--- config.mk ---
export PLATFORM = sky130hd
export DESIGN_NAME = fifo_byte_serializer
export DESIGN_NICKNAME = d
export VERILOG_FILES = /design/src/rtl/fifo_byte_serializer.sv
export SDC_FILE = /design/constraint.sdc
export NUM_CORES = 1
export LEC_CHECK = 0
export CAP_MARGIN = 20
export CORE_UTILIZATION = 43
export CTS_CLUSTER_DIAMETER = 30
export DETAILED_ROUTE_END_ITERATION = 8
export GPL_ROUTABILITY_DRIVEN = 0
export GPL_TIMING_DRIVEN = 0
export PLACE_DENSITY = 0.82
export SYNTH_ARGS = -nofsm -noshare
export SYNTH_HDL_FRONTEND = slang
export SYNTH_SLANG_ARGS = --single-unit
--- constraint.sdc ---
create_clock -name clk -period 1.9 [get_ports clk]
set_clock_uncertainty 0.1 [all_clocks]
set_input_delay 0.38 -clock clk [delete_from_list [all_inputs] [get_ports clk]]
set_output_delay 0.38 -clock clk [all_outputs]
set_load 0.01 [all_outputs]
--- src/rtl/fifo_byte_serializer.sv ---
// Reads words from a registered-output FIFO and sends them downstream one byte at a time.
// One LOAD bubble per word; a stalled byte holds until accepted, and the next word is prefetched on the last byte.
module fifo_byte_serializer #(
  parameter int DATA_WIDTH = 32,
  parameter int MSB_FIRST  = 1
) (
  input  logic                  clk,
  input  logic                  rst,
  input  logic                  fifo_empty,
  output logic                  fifo_rd_en,
  input  logic [DATA_WIDTH-1:0] fifo_dout,
  output logic [7:0]            tx_data,
  output logic                  tx_valid,
  input  logic                  tx_ready,
  output logic                  tx_last,
  output logic                  busy,
  output logic [15:0]           words_sent
);

  localparam int NB   = DATA_WIDTH / 8;
  localparam int IDXW = $clog2(NB);
  localparam logic [IDXW-1:0] LAST_IDX = IDXW'(NB - 1);

  if ((DATA_WIDTH % 8) != 0 || DATA_WIDTH < 16) begin : g_bad_width
    $error("fifo_byte_serializer: DATA_WIDTH must be a multiple of 8 and at least 16");
  end

  typedef enum logic [1:0] {
    IDLE,
    LOAD,
    SEND
  } state_t;

  state_t                  state_q, state_d;
  logic [IDXW-1:0]         idx_q, idx_d;
  logic [DATA_WIDTH-1:0]   word_q, word_d;
  logic [15:0]             cnt_q, cnt_d;
  logic [IDXW-1:0]         byte_sel;
  logic [DATA_WIDTH-1:0]   word_shifted;

  assign byte_sel     = (MSB_FIRST != 0) ? (LAST_IDX - idx_q) : idx_q;
  assign word_shifted = word_q >> {byte_sel, 3'b000};

  always_comb begin
    state_d    = state_q;
    idx_d      = idx_q;
    word_d     = word_q;
    cnt_d      = cnt_q;
    fifo_rd_en = 1'b0;
    tx_valid   = 1'b0;
    tx_last    = 1'b0;
    tx_data    = 8'h00;

    case (state_q)
      IDLE: begin
        fifo_rd_en = !fifo_empty;
        if (!fifo_empty) begin
          state_d = LOAD;
        end
      end
      LOAD: begin
        word_d  = fifo_dout;
        idx_d   = '0;
        state_d = SEND;
      end
      SEND: begin
        tx_valid = 1'b1;
        tx_data  = word_shifted[7:0];
        tx_last  = (idx_q == LAST_IDX);
        if (tx_ready) begin
          if (tx_last) begin
            cnt_d = cnt_q + 16'd1;
            // Prefetch the next word on the final byte so only one bubble separates words.
            if (!fifo_empty) begin
              fifo_rd_en = 1'b1;
              state_d    = LOAD;
            end else begin
              state_d = IDLE;
            end
          end else begin
            idx_d = idx_q + IDXW'(1);
          end
        end
      end
      default: state_d = IDLE;
    endcase

    if (rst) begin
      fifo_rd_en = 1'b0;
      tx_valid   = 1'b0;
      tx_last    = 1'b0;
      tx_data    = 8'h00;
    end
  end

  always_ff @(posedge clk) begin
    if (rst) begin
      state_q <= IDLE;
      idx_q   <= '0;
      word_q  <= '0;
      cnt_q   <= '0;
    end else begin
      state_q <= state_d;
      idx_q   <= idx_d;
      word_q  <= word_d;
      cnt_q   <= cnt_d;
    end
  end

  assign busy       = (state_q != IDLE) && !rst;
  assign words_sent = cnt_q;

endmodule

## Yosys cells after proc, flatten, opt, wreduce, memory -nomap -nowiden

Index checks and enable logic that the tools add are counted.

| cells by class | value |
|---|---|
| $add $sub $neg | 3 |
| eq/ne operators | 7 |
| reduce and logical (&&, ||, !) cells | 9 |
| muxes and demuxes | 19 |
| shift-type cells | 1 |

Operators by type and width:

| cell | count |
|---|---|
| 32-bit by 5-bit right shift with 8-bit output | 1 |
| 16-bit by 1-bit adder with 16-bit output (second input constant) | 1 |
| 8-bit two-way mux | 2 |
| 2-bit two-way mux | 5 |
| 1-bit two-way mux | 9 |
| 3-bit AND reduction | 3 |
| 2-bit inequality test (second input constant) | 4 |
| 2-bit case mux with 3 select lines | 1 |
| 2-bit equality test (second input constant) | 2 |
| 2-bit case mux with 2 select lines | 1 |
| 2-bit nonzero test | 2 |
| 2-bit by 1-bit adder with 2-bit output (second input constant) | 1 |
| 2-bit by 1-bit equality test with 1-bit output (second input constant) | 1 |
| 1-bit logical NOT | 2 |
| 2-bit logical NOT | 1 |
| 1-bit case mux with 2 select lines | 1 |
| 2-bit subtractor (first input constant) | 1 |
| 1-bit logical AND | 1 |

| word-level totals | value |
|---|---|
| output and inout bits | 28 |
| flip-flop bits (word level) | 52 |
| word-level logic and storage cells | 43 |

## Logic depth before layout (Yosys ltp)

Gate-level depths: netlist (run 1).

| logic depth | value |
|---|---|
| word-level depth | 5 |
| mapped depth | 6 |

## Least setup slack after synthesis (run 1)

OpenSTA, ideal clock, no wires.

| path | value |
|---|---|
| path kind | register to register |
| start | register cnt_q[0] (netlist: words_sent[0]) |
| end | register cnt_q[14] (netlist: words_sent[14]) |
| setup slack | 0.038 ns |
| clock period less this slack | 1.862 ns |
| path buffers | 0 |
| stages on the path, launching flop included | 6 |
| arrival time | 1.691 ns |
| cell sequence | dfxtp_1 ha_1 inv_1 or4_1 or3_1 a21oi_1 |

| between the ends | value |
|---|---|
| longest elaborated chain between the ends | 1 |

RTL lines:

| element | line | source |
|---|---|---|
| start, declared | 37 | `logic [15:0] cnt_q, cnt_d;` |
| start signal, assigned | 106 | `cnt_q <= cnt_d;` |
| 16-bit by 1-bit adder with 16-bit output | 72 | `cnt_d = cnt_q + 16'd1;` |

Every way passes these cells.
A chain may end at the register's enable or synchronous reset.

## Worst setup path after layout (run 1)

| path | value |
|---|---|
| start | register idx_q[0] |
| end | output tx_data[6] |

| between the ends | value |
|---|---|
| longest elaborated chain between the ends | 4 |

RTL lines:

| element | line | source |
|---|---|---|
| start, declared | 35 | `logic [IDXW-1:0] idx_q, idx_d;` |
| start signal, assigned | 104 | `idx_q <= idx_d;` |
| 2-bit subtractor | 41 | `assign byte_sel = (MSB_FIRST != 0) ? (LAST_IDX - idx_q) : idx_q;` |
| 32-bit by 5-bit right shift with 8-bit output | 42 | `assign word_shifted = word_q >> {byte_sel, 3'b000};` |
| 8-bit two-way mux | 54 | `case (state_q)` |
| 8-bit two-way mux | 88 | `if (rst) begin` |
| end, declared | 12 | `output logic [7:0] tx_data,` |

Every way passes these cells.

==> flow_summary_export.csv, run 1 <==
group,metric,value,unit
synthesis,synth_top_area_share,44.85,%
worst_setup_path,crit_required,1420,ps
power,power.density,640.7,nW/µm²
timing,maxSlewViolCount,0,
timing,worst_hold_slack,321.7,ps
timing,rsz0062_at_grt,"yes",
worst_setup_path,crit_cells,4,
grt,grt_max_degree,16,
floorplanning,initial_core_util,45.16,%
cts,cts_made_buffers,5,
floorplanning,core_area,5140,µm²
worst_setup_path,worstPathCellList,"buf_8 -> mux4_2 -> nor2b_1 -> buf_2",
timing,setup_tns,-1384,ps
routing,ant_nets,0,
routing,vias,2315,
min_path,holdCritPathClass,"input pin to register",
worst_setup_path,critPathKind,"register to primary output",
cts,clk_pin_slew,90,ps
routing,drt_pre_antenna_iters,4,
worst_setup_path,cp_slowest_cell,"mux4_2",
worst_setup_path,startpoint_type,"register",
grt,grt_usage,23.05,%
synthesis,yosys.area.top_type,"dfxtp_1",
timing,worst_slew_pin_slew,489.3,ps
place,numPortBuffers,62,
worst_setup_path,critPathMaxFanout,6,
cts,cts_root_buffer,"clkbuf_8",
worst_setup_path,cp.arrival,1590,ps
routing,routed_wl,6.606,mm
timing,relSlewSlack,67.38,%
worst_setup_path,reg2reg_from,"idx_q[1]$_SDFFE_PP0P_",
worst_setup_path,r2r_cells,6,
synthesis,syn-mean-instance-area,8.349,µm²
floorplanning,die_height,75.47,µm
power,total_power,2184,µW
synthesis,ys_top_cells_by_area,"dfxtp_1 (45%), nand2_1 (12%), a21oi_1 (9.3%)",
synthesis,ys_warn_count,0,
run_status,violations,"negative setup slack",
layout,drive_gt1_share,20.49,%
floorplanning,pin_count,64,
timing,fin_crit,2067,ps
grt,grt_pass1_vias,2121,
layout,final_nets,403,
timing,period_share,108.8,%
place,dp_hpwl,4.288,mm
synthesis,synth_nets,316,
timing,setup_slack,-166.8,ps
synthesis,async_flop_share,0,%
cts,ctsHoldBuffers,0,
routing,drc,0,
routing,vias_per_cell,5.310,
min_path,min_path_cells,2,
grt,grt-ovfl-total,0,
worst_setup_path,cp_num_buf_inv,2,
synthesis,yosysSeqAreaShare,44.85,%
layout,diodes,0,
timing,finalSetupViolCount,9,
worst_setup_path,endpoint_kind,"primary output",
synthesis,synthCells,278,
power,p_leak,0.001249,µW
routing,wl_per_cell,15.15,µm
power,vdd_drop_max,0.3739,mV
floorplanning,die_area,5696,µm²
cts,cts_max_level,2,
run_status,status,"finished, violations left",
worst_setup_path,rr_endpoint,"words_sent[15]$_SDFFE_PP0P_",
floorplanning,die_x,75.47,µm
grt,antenna_found_initial,0,
synthesis,ys.flop_type,"dfxtp_1",
floorplanning,rows,26,
min_path,holdPathEnd,"words_sent[9]$_SDFFE_PP0P_",
layout,fillers,420,
synthesis,yosys_register_bits,52,
grt,grt_pass1_wl,9.749,mm
cts,clk_latency,310,ps
worst_setup_path,cp_top_family,"multiplexers",
synthesis,ys_types,33,
flow_run,max-cap-violations,0,
synthesis,synth_edf_count,0,
timing,fmax,483.8,MHz
cts,cts_tree,"yes",
cts,cts.sinks,52,
cts,clock_path_buffers,2,
worst_setup_path,r2r_setup_slack,50,ps
min_path,min-delay-start,"rst",
worst_setup_path,max_stage_delay,490,ps
place,dp_slack,-737.8,ps
synthesis,netlist_area,2321,µm²
routing,drtIter0Drc,167,
layout,areaGrowthSynthToFinish,46.85,%
timing,hold_violations,0,
==> power by group <==
group	leakage, µW	internal (µW)	switching, µW
sequential	0.000427	1120	27.2
clock	0.0000552	391	365
combinational	0.000767	147	129
==> metrics by stage <==
| stage | util, % | instance area [µm²] | std cells |
|---|---|---|---|
| floorplan | - | 2321 | 278 |
| global placement | 58.93 | 3029 | 410 |
| detailed placement | 58.93 | 3029 | 410 |
| CTS | 64.29 | 3304 | 430 |
| global route | 66.31 | 3408 | 436 |
| finish | 66.31 | 3408 | 436 |
==> repair_timing <==
item,4_1_cts,5_1_grt
hold endpoints to repair,0,0
gates cloned,0,0
pin swaps,4,5
gates resized for setup,84,24
buffers inserted,12,9
setup endpoints to repair,19,19
==> per-layer routing <==
layer	wire length (µm)	track usage [%]	share of wire (%)
met5	0	0	0
met4	63	6.996	0.95
met3	365	5.556	5.5
met2	3254	38.69	49
met1	2923	29.49	44
==> final cells by class <==
cell class                      instances  area, µm²  share of cell area, %
Multi-Input combinational cell        202       1295                  38.00
Sequential cell                        52       1060                  31.09
Timing Repair Buffer                   82      740.7                  21.73
Buffer                                 17      98.84                  2.900
Tap cell                               70      87.58                  2.570
Clock buffer                            6      72.57                  2.129
Clock inverter                          2      35.03                  1.028
Inverter                                5      18.77                 0.5507
==> cells in the final DEF (no fill, tap or decap), types with 3 or more instances in the layout <==
master | Yosys | layout
nand4_1 | 3 | 3
dfxtp_4 | 0 | 3
o21ai_0 | 6 | 5
clkdlybuf4s50_1 | 0 | 49
a21oi_1 | 43 | 42
buf_6 | 0 | 7
or3_1 | 6 | 5
dfxtp_2 | 0 | 6
nor2b_4 | 0 | 3
nand3_1 | 6 | 6
inv_1 | 5 | 5
clkbuf_8 | 0 | 6
buf_4 | 1 | 17
buf_2 | 2 | 8
clkbuf_1 | 16 | 12
nor2b_1 | 11 | 8
clkbuf_2 | 0 | 3
nor4_1 | 3 | 3
xnor2_1 | 4 | 4
nor2_1 | 11 | 11
nand2b_1 | 5 | 4
xor2_1 | 4 | 4
mux4_2 | 7 | 8
nand2_1 | 73 | 72
dfxtp_1 | 52 | 43
==> sequential cells by signal, summed over array words and instances, names as in the netlist <==
name,cells
state_q,2
word_q,32
words_sent,16
idx_q,2
==> logic make-up (layout without fill, tap and decap cells) <==
kind of cell             count (synthesis)  count (layout)  share of synthesized area, %
adder cells (fa/ha/maj)                  2               2                         1.078
multiplexers                             8               8                         7.925
XOR/XNOR                                 8               8                         3.019
flip-flops                              52              52                         44.85
AO/OA/AOI/OAI                           55              55                         12.56
AND/OR/NAND/NOR                        129             129                         26.42
buffers and inverters                   24             112                         4.151
==> cell usage after synthesis (2+ instances only) <==
master / count
clkbuf_1: 16
o21ai_0: 6
inv_1: 5
ha_1: 2
xnor2_1: 4
nor4_1: 3
o211ai_1: 2
nand2_1: 73
or3_1: 6
nor2b_1: 11
xor2_1: 4
a21oi_1: 43
nor2_1: 11
and2_1: 2
nand3_1: 6
nand2b_1: 5
mux4_2: 7
or4_1: 2
buf_2: 2
nand4_1: 3
a2111oi_0: 2
dfxtp_1: 52
==> how the worst max path moves through the flow <==
stage                               start                          end  slack [ps]
2_1_floorplan  words_sent[0]$_SDFFE_PP0P_  words_sent[14]$_SDFFE_PP0P_          40
3_3_place_gp                     tx_ready                   fifo_rd_en        -790
3_5_place_dp                     tx_ready                   fifo_rd_en        -740
4_1_cts             idx_q[0]$_SDFFE_PP0P_                   tx_data[3]        -250
5_1_grt             idx_q[0]$_SDFFE_PP0P_                   tx_data[6]        -220
6_report            idx_q[0]$_SDFFE_PP0P_                   tx_data[6]        -170
No activity file was read; power rests on OpenSTA's default activity.
==> run 2, diff against run 1 <==
Settings changed: SKIP_LAST_GASP from default to 1.
==> flow_summary_export.csv, run 2 (synthesized netlist as in run 1, its figures left out) <==
group,metric,value,unit
run_status,status,"finished, violations left",
routing,drc,0,
run_status,violations,"negative setup slack",
layout,final_cell_mix,"nand2_1 (72), clkdlybuf4s50_1 (49), a21oi_1 (42), dfxtp_1 (42), buf_4 (17)",
power,power.density,647.3,nW/µm²
routing,vias,2268,
flow_run,max-cap-violations,0,
layout,fillers,418,
power,vdd_drop_max,0.3694,mV
routing,drtIter0Drc,123,
worst_setup_path,worstPathCellList,"buf_8 -> mux4_2 -> nor2b_4 -> buf_2",
timing,relSlewSlack,68.07,%
timing,worst_slew_pin_slew,478.9,ps
routing,drt_pre_antenna_iters,4,
grt,grt_pass1_wl,9.515,mm
power,internal_power,1659,µW
grt,grt_max_degree,16,
layout,regMostFlops,"word_q",
cts,cts_tree,"yes",
place,dp_slack,-737.8,ps
worst_setup_path,startpoint_type,"register",
worst_setup_path,cp.arrival,1600,ps
place,dp_hpwl,4.288,mm
timing,hold_violations,0,
floorplanning,die_area,5696,µm²
timing,worst_hold_slack,311.2,ps
cts,cts.sinks,52,
layout,diodes,0,
layout,drive_gt1_share,20.55,%
cts,ctsHoldBuffers,0,
place,place_inst,410,
worst_setup_path,critPathKind,"register to primary output",
grt,antenna_found_initial,0,
routing,routed_wl,6.244,mm
worst_setup_path,cp_slowest_cell,"mux4_2",
floorplanning,rows,26,
layout,layout_commonest_cell,"nand2_1",
cts,cts_max_level,2,
worst_setup_path,endpoint_kind,"primary output",
floorplanning,die_x,75.47,µm
worst_setup_path,max_stage_delay,500,ps
grt,grt_pass1_vias,2107,
cts,cts_root_buffer,"clkbuf_8",
cts,clk_latency,310,ps
power,p_sw,515.5,µW
worst_setup_path,critPathMaxFanout,7,
timing,maxSlewViolCount,0,
routing,wl_per_cell,14.35,µm
power,p_leak,0.001230,µW
layout,largest_reg_flops,32,
power,combPwrFrac,12.3,%
layout,final_nets,402,
timing,setup_slack,-183.7,ps
floorplanning,core_area,5140,µm²
timing,fmax,479.9,MHz
timing,period_share,109.7,%
floorplanning,die_height,75.47,µm
place,numPortBuffers,62,
layout,final_cells,435,
worst_setup_path,crit_required,1420,ps
layout,areaGrowthSynthToFinish,44.74,%
power,power_switching_share,23.71,%
floorplanning,initial_core_util,45.16,%
grt,grt_usage,22.52,%
cts,clock_path_buffers,2,
routing,vias_per_cell,5.214,
cts,clk_pin_slew,90,ps
power,seq_power_share,52.9,%
floorplanning,pin_count,64,
timing,finalSetupViolCount,10,
routing,ant_nets,0,
cts,cts_made_buffers,5,
min_path,holdCritPathClass,"input pin to register",
power,clkPwrFrac,34.8,%
timing,fin_crit,2084,ps
timing,rsz0062_at_grt,"yes",
grt,grt-ovfl-total,0,
## run 2: cell count changes in the layout (fill, tap and decap cells not counted), moves of 2 or more
cell      before  now
buf_6          7    3
clkbuf_4       0    2
ha_2           0    2
ha_4           2    0
## run 2: layer usage
| layer | global-route usage, % | wire length, µm | share of wire [%] | vias to the layer above |
|---|---|---|---|---|
| met2 | 38.29 | 3118 | 50 | 76 |
| li1 | - | - | - | 1119 |
| met5 | 0 | 0 | 0 | - |
| met1 | 28.35 | 2665 | 43 | 1065 |
| met4 | 6.173 | 47 | 0.75 | 0 |
| met3 | 5.952 | 413 | 6.6 | 8 |
## run 2: area by class of cell
class	count	area, µm²	area share (%)
well taps	70	87.58	2.607
inverters	5	18.77	0.5587
clock inverters	2	35.03	1.043
repair buffers	81	723.2	21.53
flip-flops and latches	52	1061	31.58
plain buffers	17	91.34	2.719
clock buffers	6	72.57	2.160
multi-input cells	202	1270	37.80
## run 2: path summary, 6_finish.rpt
check	startpoint	end	slack [ps]	cells after the start
max	idx_q[0]$_SDFFE_PP0P_	tx_data[2]	-180	4
min	rst	words_sent[9]$_SDFFE_PP0P_	310	2
max reg2reg	words_sent[1]$_SDFFE_PP0P_	words_sent[14]$_SDFFE_PP0P_	50	5
min reg2reg	word_q[7]$_SDFFE_PP0N_	word_q[7]$_SDFFE_PP0N_	360	2
## run 2: critical path: cells and delay by family, from the launching register on
kind	cells	cell delay, ps
and+or+nand+nor	1	140
DFF	1	380
buffers and inverters	2	270
muxes	1	500
## run 2: through the flow
step	setup TNS, ps	power (µW)	area (µm²)	util, %
detailed placement	-8829	1411	3029	58.93
global route	-1954	2246	3359	65.36
global placement	-8481	1406	3029	58.93
CTS	-1890	2162	3281	63.83
finish	-1476	2175	3359	65.36
floorplan	0	1289	2321	-
## run 2: power by group through the flow
stage          Sequential (µW)  Clock (µW)  Combinational (µW)
2_1_floorplan             1170           0                 123
3_3_place_gp              1170           0                 232
3_5_place_dp              1180           0                 236
4_1_cts                   1150         754                 258
5_1_grt                   1150         801                 291
6_report                  1150         756                 269
## run 2: timing repair
| item | 4_1_cts | 5_1_grt |
|---|---|---|
| hold endpoints to repair | 0 | 0 |
| buffers inserted | 12 | 8 |
| resized for setup | 80 | 20 |
| setup endpoints to repair | 19 | 18 |
| pin swaps | 4 | 4 |
==> run 3, diff against run 2 <==
Settings changed: CORE_UTILIZATION 43 to 45, DONT_BUFFER_PORTS from default to 1, PLACE_DENSITY 0.82 to 0.68.
==> flow_summary_export.csv, run 3 (synthesized netlist as in run 1, its figures left out) <==
group,metric,value,unit
run_status,status,"finished, violations left",
run_status,violations,"negative setup slack",
power,p_sw,500.3,µW
place,dp_hpwl,3.821,mm
cts,cts_root_buffer,"clkbuf_8",
grt,grt_max_degree,17,
worst_setup_path,critPathMaxFanout,7,
cts,clk_pin_slew,100,ps
floorplanning,die_height,73.82,µm
floorplanning,initial_core_util,47.87,%
min_path,min-delay-start,"fifo_empty",
power,vdd_drop_max,0.5432,mV
power,power_switching_share,25.03,%
layout,regArea,1066,µm²
cts,cts_made_buffers,5,
layout,regMostFlops,"word_q",
worst_setup_path,crit_start,"idx_q[0]$_SDFFE_PP0P_",
worst_setup_path,crit_required,1420,ps
layout,drive_gt1_share,21.89,%
min_path,holdCritPathClass,"input pin to register",
timing,maxSlewViolCount,0,
routing,drtIter0Drc,111,
worst_setup_path,reg2reg_from,"words_sent[3]$_SDFFE_PP0P_",
cts,clk_latency,300,ps
timing,worst_hold_slack,53.73,ps
timing,finalSetupViolCount,7,
timing,rsz0062_at_grt,"yes",
layout,fillers,436,
floorplanning,rows,25,
worst_setup_path,startpoint_type,"register",
worst_setup_path,r2r_cells,5,
routing,vias_per_cell,5.341,
power,p_leak,0.0009458,µW
grt,grt_usage,20.81,%
cts,cts.sinks,52,
cts,clock_path_buffers,2,
floorplanning,core_area,4848,µm²
power,clkPwrFrac,33.1,%
power,internal_power,1498,µW
grt,grt_pass1_wl,8.383,mm
layout,layout_commonest_cell,"nand2_1",
worst_setup_path,critPathKind,"register to primary output",
layout,diodes,0,
worst_setup_path,max_stage_delay,500,ps
worst_setup_path,worstPathCellList,"buf_8 -> mux4_2 -> nor2b_1",
grt,grt_pass1_vias,1722,
timing,worst_slew_pin_slew,535.6,ps
routing,drt_pre_antenna_iters,6,
layout,areaGrowthSynthToFinish,20.70,%
layout,final_nets,334,
cts,cts_tree,"yes",
place,numPortBuffers,0,
routing,vias,1944,
grt,antenna_found_initial,0,
timing,fmax,503.8,MHz
flow_run,max-cap-violations,0,
timing,fin_crit,1985,ps
power,combPwrFrac,9.6,%
place,place_area,2405,µm²
cts,ctsHoldBuffers,0,
layout,stdcell_area,2801,µm²
timing,relSlewSlack,64.29,%
floorplanning,die_area,5449,µm²
power,seq_power_share,57.4,%
cts,cts_max_level,2,
timing,period_share,104.5,%
place,dp_slack,-161.8,ps
worst_setup_path,endpoint_kind,"primary output",
min_path,min_path_cells,1,
routing,routed_wl,5.616,mm
routing,drc,0,
routing,wl_per_cell,15.43,µm
grt,grt-ovfl-total,0,
floorplanning,pin_count,64,
worst_setup_path,cp.arrival,1510,ps
power,power.density,713.4,nW/µm²
timing,setup_slack,-85.07,ps
timing,hold_violations,0,
layout,multi_input_area,1348,µm²
routing,ant_nets,0,
floorplanning,die_x,73.82,µm
layout,final_cell_mix,"nand2_1 (72), dfxtp_1 (42), a21oi_1 (40)",
worst_setup_path,cp_slowest_cell,"mux4_2",
layout,largest_reg_flops,32,
[run 3: area by class of cell]
type / count / area share (%)
Buffer: 19 / 4.064
Clock buffer: 6 / 2.948
Clock inverter: 2 / 0.4913
Inverter: 5 / 0.6699
Multi-Input combinational cell: 203 / 48.10
Sequential cell: 52 / 38.05
Tap cell: 67 / 2.992
Timing Repair Buffer: 10 / 2.680
[run 3: repair_timing]
| action | CTS | global route |
|---|---|---|
| buffers inserted | 4 | 6 |
| endpoints found under the setup margin | 17 | 47 |
| cloned | 0 | 1 |
| resized for setup | 39 | 27 |
| pin swaps | 1 | 6 |
[run 3: layer usage]
metal | global-route usage (%) | vias to the layer above | share of wire, %
li1 | - | 981 | -
met1 | 30.41 | 910 | 48
met2 | 30.78 | 51 | 46
met3 | 4.938 | 2 | 6.0
met4 | 5.128 | 0 | 0.45
met5 | 0 | - | 0
[run 3: final timing paths]
kind	end	slack, ps
min reg2reg	word_q[19]$_SDFFE_PP0N_	360
max reg2reg	words_sent[15]$_SDFFE_PP0P_	40
min	state_q[0]$_SDFFE_PP0P_	50
max	tx_data[5]	-90
[run 3: power by group through the flow]
stage	Combinational, µW	Sequential, µW	Clock (µW)
after global routing	211	1150	725
after floorplan	123	1170	0
after detailed placement	157	1180	0
after CTS	180	1150	673
after global placement	154	1170	0
final	191	1150	661
[run 3: per-stage QoR]
stage	std cells	TNS, ps	util (%)	power (µW)
after floorplan	278	0	-	1289
after global placement	345	-1148	49.60	1328
after detailed placement	345	-1225	49.60	1333
after CTS	357	-728.1	54.94	2002
after global routing	364	-818.7	57.78	2086
final	364	-364.5	57.78	1999
[run 3: critical path: cells and delay by family, from the launching register on]
| kind | cells | cell delay [ps] |
|---|---|---|
| flip-flops | 1 | 390 |
| multiplexers | 1 | 500 |
| AND/OR/NAND/NOR | 1 | 180 |
| buffers and inverters | 1 | 140 |
